<file path="src/rtl/fpnew_pipe_lanes.sv">
// Multi-lane elastic pipeline: per-lane gated data regs, shared mask/tag/aux, flush, occupancy.
// Optional one-entry output skid register, enabled by defining FPNEW_PIPE_LANES_SKID_EN.
module fpnew_pipe_lanes #(
    parameter int unsigned NumLanes    = 1,
    parameter int unsigned LaneWidth   = 64,
    parameter int unsigned NumPipeRegs = 2,
    parameter int unsigned TagWidth    = 1,
    parameter int unsigned AuxWidth    = 1,
`ifdef FPNEW_PIPE_LANES_SKID_EN
    localparam int unsigned CntWidth   = $clog2(NumPipeRegs + 3)
`else
    localparam int unsigned CntWidth   = $clog2(NumPipeRegs + 2)
`endif
) (
    input  logic                          clk_i,
    input  logic                          rst_i,
    input  logic [NumLanes*LaneWidth-1:0] lane_data_i,
    input  logic [NumLanes-1:0]           lane_mask_i,
    input  logic [TagWidth-1:0]           tag_i,
    input  logic [AuxWidth-1:0]           aux_i,
    input  logic                          in_valid_i,
    output logic                          in_ready_o,
    input  logic                          flush_i,
    output logic [NumLanes*LaneWidth-1:0] lane_data_o,
    output logic [NumLanes-1:0]           lane_mask_o,
    output logic [TagWidth-1:0]           tag_o,
    output logic [AuxWidth-1:0]           aux_o,
    output logic                          out_valid_o,
    input  logic                          out_ready_i,
    output logic                          busy_o,
    output logic [CntWidth-1:0]           occupancy_o
);

    localparam int unsigned DataWidth = NumLanes * LaneWidth;

    if (NumPipeRegs == 0) begin : g_bypass
        logic unused_ctrl;
        assign unused_ctrl = ^{clk_i, rst_i, flush_i};
        assign lane_data_o = lane_data_i;
        assign lane_mask_o = lane_mask_i;
        assign tag_o       = tag_i;
        assign aux_o       = aux_i;
        assign out_valid_o = in_valid_i;
        assign in_ready_o  = out_ready_i;
        assign busy_o      = in_valid_i;
        assign occupancy_o = '0;
    end else begin : g_pipe
        localparam int unsigned Last = NumPipeRegs - 1;

        logic [NumPipeRegs-1:0] valid_q, valid_d, s_valid;
        logic [NumPipeRegs:0]   rdy;
        logic                   last_rdy;
        logic [DataWidth-1:0]   data_q [NumPipeRegs];
        logic [DataWidth-1:0]   data_d [NumPipeRegs];
        logic [DataWidth-1:0]   s_data [NumPipeRegs];
        logic [NumLanes-1:0]    mask_q [NumPipeRegs];
        logic [NumLanes-1:0]    mask_d [NumPipeRegs];
        logic [NumLanes-1:0]    s_mask [NumPipeRegs];
        logic [TagWidth-1:0]    tag_q  [NumPipeRegs];
        logic [TagWidth-1:0]    tag_d  [NumPipeRegs];
        logic [TagWidth-1:0]    s_tag  [NumPipeRegs];
        logic [AuxWidth-1:0]    aux_q  [NumPipeRegs];
        logic [AuxWidth-1:0]    aux_d  [NumPipeRegs];
        logic [AuxWidth-1:0]    s_aux  [NumPipeRegs];
        logic [CntWidth-1:0]    occupancy_q, occupancy_d;

        // Stage i is fed by the input ports (i = 0) or by stage i-1.
        always_comb begin
            s_valid[0] = in_valid_i;
            s_data[0]  = lane_data_i;
            s_mask[0]  = lane_mask_i;
            s_tag[0]   = tag_i;
            s_aux[0]   = aux_i;
            for (int i = 1; i < int'(NumPipeRegs); i++) begin
                s_valid[i] = valid_q[i-1];
                s_data[i]  = data_q[i-1];
                s_mask[i]  = mask_q[i-1];
                s_tag[i]   = tag_q[i-1];
                s_aux[i]   = aux_q[i-1];
            end
        end

        // Ready ripples backwards; an empty stage is always ready so bubbles get squeezed out.
        always_comb begin
            logic r;
            r                = last_rdy;
            rdy[NumPipeRegs] = r;
            for (int i = int'(NumPipeRegs) - 1; i >= 0; i--) begin
                r      = r | ~valid_q[i];
                rdy[i] = r;
            end
        end

        always_comb begin
            for (int i = 0; i < int'(NumPipeRegs); i++) begin
                valid_d[i] = rdy[i] ? s_valid[i] : valid_q[i];
                data_d[i]  = data_q[i];
                mask_d[i]  = mask_q[i];
                tag_d[i]   = tag_q[i];
                aux_d[i]   = aux_q[i];
                if (rdy[i] && s_valid[i]) begin
                    mask_d[i] = s_mask[i];
                    tag_d[i]  = s_tag[i];
                    aux_d[i]  = s_aux[i];
                    for (int k = 0; k < int'(NumLanes); k++) begin
                        if (s_mask[i][k]) begin
                            data_d[i][k*LaneWidth +: LaneWidth] = s_data[i][k*LaneWidth +: LaneWidth];
                        end
                    end
                end
                if (flush_i) valid_d[i] = 1'b0;
            end
        end

`ifdef FPNEW_PIPE_LANES_SKID_EN
        logic                 skid_valid_q, skid_valid_d;
        logic [DataWidth-1:0] skid_data_q, skid_data_d;
        logic [NumLanes-1:0]  skid_mask_q, skid_mask_d;
        logic [TagWidth-1:0]  skid_tag_q, skid_tag_d;
        logic [AuxWidth-1:0]  skid_aux_q, skid_aux_d;

        // Skid catches the last-stage item when downstream stalls, cutting the ready path.
        always_comb begin
            skid_valid_d = skid_valid_q;
            skid_data_d  = skid_data_q;
            skid_mask_d  = skid_mask_q;
            skid_tag_d   = skid_tag_q;
            skid_aux_d   = skid_aux_q;
            if (skid_valid_q) begin
                if (out_ready_i) skid_valid_d = 1'b0;
            end else if (valid_q[Last] && !out_ready_i) begin
                skid_valid_d = 1'b1;
                skid_data_d  = data_q[Last];
                skid_mask_d  = mask_q[Last];
                skid_tag_d   = tag_q[Last];
                skid_aux_d   = aux_q[Last];
            end
            if (flush_i) skid_valid_d = 1'b0;
        end

        always_ff @(posedge clk_i) begin
            if (rst_i) begin
                skid_valid_q <= 1'b0;
                skid_data_q  <= '0;
                skid_mask_q  <= '0;
                skid_tag_q   <= '0;
                skid_aux_q   <= '0;
            end else begin
                skid_valid_q <= skid_valid_d;
                skid_data_q  <= skid_data_d;
                skid_mask_q  <= skid_mask_d;
                skid_tag_q   <= skid_tag_d;
                skid_aux_q   <= skid_aux_d;
            end
        end

        assign last_rdy    = ~skid_valid_q;
        assign out_valid_o = skid_valid_q | valid_q[Last];
        assign lane_data_o = skid_valid_q ? skid_data_q : data_q[Last];
        assign lane_mask_o = skid_valid_q ? skid_mask_q : mask_q[Last];
        assign tag_o       = skid_valid_q ? skid_tag_q  : tag_q[Last];
        assign aux_o       = skid_valid_q ? skid_aux_q  : aux_q[Last];
        assign busy_o      = in_valid_i | (|valid_q) | skid_valid_q;
`else
        assign last_rdy    = out_ready_i;
        assign out_valid_o = valid_q[Last];
        assign lane_data_o = data_q[Last];
        assign lane_mask_o = mask_q[Last];
        assign tag_o       = tag_q[Last];
        assign aux_o       = aux_q[Last];
        assign busy_o      = in_valid_i | (|valid_q);
`endif

        always_comb begin
            occupancy_d = '0;
            for (int i = 0; i < int'(NumPipeRegs); i++) begin
                occupancy_d = occupancy_d + CntWidth'(valid_d[i]);
            end
`ifdef FPNEW_PIPE_LANES_SKID_EN
            occupancy_d = occupancy_d + CntWidth'(skid_valid_d);
`endif
        end

        always_ff @(posedge clk_i) begin
            if (rst_i) begin
                valid_q     <= '0;
                occupancy_q <= '0;
                for (int i = 0; i < int'(NumPipeRegs); i++) begin
                    data_q[i] <= '0;
                    mask_q[i] <= '0;
                    tag_q[i]  <= '0;
                    aux_q[i]  <= '0;
                end
            end else begin
                valid_q     <= valid_d;
                occupancy_q <= occupancy_d;
                for (int i = 0; i < int'(NumPipeRegs); i++) begin
                    data_q[i] <= data_d[i];
                    mask_q[i] <= mask_d[i];
                    tag_q[i]  <= tag_d[i];
                    aux_q[i]  <= aux_d[i];
                end
            end
        end

        assign in_ready_o  = rdy[0];
        assign occupancy_o = occupancy_q;
    end

endmodule

</file>
<file path="config.mk">
export PLATFORM = sky130hd
export DESIGN_NAME = fpnew_pipe_lanes
export DESIGN_NICKNAME = d
export VERILOG_FILES = /design/src/rtl/fpnew_pipe_lanes.sv
export SDC_FILE = /design/constraint.sdc
export NUM_CORES = 1
export LEC_CHECK = 0
export BUFFER_PORTS_ARGS = -buffer_cell sky130_fd_sc_hd__buf_4
export CORE_MARGIN = 1.5
export CORE_UTILIZATION = 40
export DETAILED_ROUTE_END_ITERATION = 10
export PLACE_DENSITY_LB_ADDON = 0.25
export SYNTH_ARGS = -nofsm -noshare
export SYNTH_HDL_FRONTEND = slang
export SYNTH_SLANG_ARGS = --single-unit
</file>
<file path="constraint.sdc">
create_clock -name clk_i -period 1.8 [get_ports clk_i]
set_input_delay 0.09 -clock clk_i [delete_from_list [all_inputs] [get_ports clk_i]]
set_output_delay 0.09 -clock clk_i [all_outputs]
set_load 0.01 [all_outputs]
</file>
==> impl_metrics.py <==
metrics = {
    "status": {
        "outcome": "complete, no violations",
    },
    "critical_path": {
        "worst_ep_arrival_time_ns": 1.89,
        "crit_fanout": 21,
        "critPathRequiredTime_ns": 2.13,
        "timing.rr.start": "g_pipe.valid_q[0]",
        "reg2regPathDepth": 4,
        "worstSetupStartpointType": "flip-flop",
        "startpoint": "g_pipe.valid_q[0]",
        "worstSetupPathType": "reg2reg",
        "crit_path_end_kind": "flip-flop",
    },
    "timing": {
        "worstMarginPinSlew_ns": 0.379,
        "totalNegativeSetupSlack_ns": 0,
        "relSlewSlack": 0.747,
        "hold_viol_final": 0,
        "finalCritPeriodShare": 0.867,
        "max_clock_freq_mhz": 641,
        "min_period_ns": 1.56,
        "setup_viol": 0,
        "drv_slew": 0,
        "rsz0062_at_grt": "false",
        "fin_skew_ns": 0.0119,
        "setup_ws_ns": 0.239,
    },
    "floorplanning": {
        "start_util": 0.408,
        "ioPinCount": 144,
        "core_um2": 15100,
        "rows": 45,
        "die_area_um2": 16200,
        "die_w_um": 127,
        "die_h_um": 127,
    },
    "clocking": {
        "cts-root-buf": "clkbuf_16",
        "clkSlewWorstSetupHoldPaths_ns": 0.06,
        "cts_sinks": 138,
        "cts_made_buffers": 17,
        "postCtsResizedCells": 0,
        "clock_latency_ns": 0.41,
        "clockBufferDepth": 2,
        "cts_tree": "yes",
        "ctsHtreeMaxLevel": 4,
    },
    "logic_synthesis": {
        "synthCells": 595,
        "ys_seq_area_frac": 0.447,
        "avgSynthCellArea_um2": 10.4,
        "synthTopCellsByArea": "dfxtp_1 45%, mux2i_1 21%, nand2b_1 20%",
        "syn_nets": 668,
        "synth_top_cell_area_share": 0.447,
        "netlist_area_um2": 6180,
        "ys_types": 23,
        "ys_warn_count": 0,
        "yosysTopAreaCell": "dfxtp_1",
        "ys_ff_latch": 138,
    },
    "layout": {
        "diodes": 0,
        "final_cells": 933,
        "final_layout_size_suffix_gt1_frac": 0.250,
        "finish.utilization": 0.542,
        "multi_input_area_um2": 2710,
        "area_growth_pct": 32.8,
        "finalNetCount": 805,
        "fillCellCount": 1352,
        "regArea_um2": 2760,
        "mostFrequentLayoutCell": "nand2b_1",
        "mostFrequentLayoutCells": "195 x nand2b_1, 146 x buf_4, 138 x dfxtp_1",
    },
    "hold_path": {
        "hold_depth": 3,
        "worstHoldPathType": "in2reg",
        "min_from": "in_valid_i",
    },
    "routing": {
        "postRouteAntennaNets": 0,
        "vias": 4150,
        "vias_per_cell": 4.45,
        "drc": 0,
        "wl_um": 12400,
        "dr.pass1.iters": 4,
        "drt_iter0_drc": 171,
        "post_drt_wl_per_cell_um": 13.3,
    },
    "pwr": {
        "powerDensity_nw_per_um2": 876,
        "p_leak_uw": 0.00368,
        "peakVddDrop_mv": 0.622,
        "power_uw": 7190,
    },
    "global_routing": {
        "grt_pass1_wl_um": 20700,
        "grt_max_degree": 82,
        "antenna_found_initial": 0,
        "first_global_vias": 4375,
        "gr-total-overflow": 0,
        "grt_use_total": 0.160,
    },
    "placed_design": {
        "place_ws_ns": 0.267,
        "portBuffers": 143,
        "hpwl_um": 7980,
        "place_inst": 832,
        "gp_congestion": 0.733,
    },
    "run": {
        "drv_cap": 0,
    },
}
power breakdown:
group / internal [uW] / leakage [uW] / total (uW) / switching [uW]
logic: 385 / 0.00228 / 610 / 225
clock network: 2140 / 0.000285 / 3410 / 1270
registers: 3140 / 0.00112 / 3170 / 27.7
logic make-up after synthesis:
family,Yosys count,synth area share
AOI/OAI and AO/OA,12,0.0109
adders and majority gates,1,0.00202
buffers and inverters,105,0.117
DFF,138,0.447
muxes,128,0.207
and+or+nand+nor,211,0.216
state kept, by name (all words and copies together) (netlist names):
register,count
g_pipe.aux_q,2
g_pipe.data_q,128
g_pipe.mask_q,2
g_pipe.tag_q,2
g_pipe.valid_q,2
occupancy_o,2
routing by layer:
metal / track usage / wire [um]
met1: 0.202 / 5860
met2: 0.264 / 5830
met3: 0.0427 / 551
met4: 0.0602 / 147
met5: 0 / 0
layout make-up:
| cell class | count | area share |
|---|---|---|
| clock buffers | 21 | 0.0573 |
| repair buffers | 221 | 0.232 |
| clock inverters | 11 | 0.0146 |
| multi-input cells | 352 | 0.330 |
| inverters | 2 | 0.000914 |
| flip-flops and latches | 138 | 0.336 |
| well taps | 188 | 0.0286 |
stage by stage:
| stage | hold WS (ns) | instance area [um^2] |
|---|---|---|
| floorplan | 0.169 | 6180 |
| global placement | 0.280 | 6930 |
| detailed placement | 0.282 | 6930 |
| CTS | 0.0647 | 8210 |
| global route | 0.0716 | 8210 |
| finish | 0.0774 | 8210 |
cell usage after synthesis:
master and instances:
a21boi_0 1, a21oi_1 5, and3_1 1, and3_4 1, buf_2 9, buf_4 65, buf_6 1, buf_8 6
clkbuf_1 22, dfxtp_1 138, ha_1 1, inv_1 2, mux2i_1 128, nand2b_1 195, nand3_1 3, nand3b_4 1
nand4b_1 2, nor2_1 2, nor2b_1 4, nor3_1 1, o21ai_0 5, o21ba_1 1, or3_1 1
critical path: stages (launching register included):
cell	delay (ns)
dfxtp_1	0.42
nand3b_4	0.16
and3_4	0.42
buf_12	0.25
mux2i_1	0.21
timing repair:
action,CTS,global route
setup buffers,0,0
hold buffers,69,0
setup endpoints to repair,0,0
endpoints found under the hold margin,68,0
final timing paths:
| kind | end | slack [ns] |
|---|---|---|
| worst max-delay path | g_pipe.data_q[0][29] | 0.24 |
| worst min register to register | g_pipe.data_q[0][119] | 0.47 |
| worst max register to register | g_pipe.data_q[0][29] | 0.24 |
| worst min-delay path | g_pipe.mask_q[0][0] | 0.08 |
Note: power is estimated with default switching activity, not from simulation.
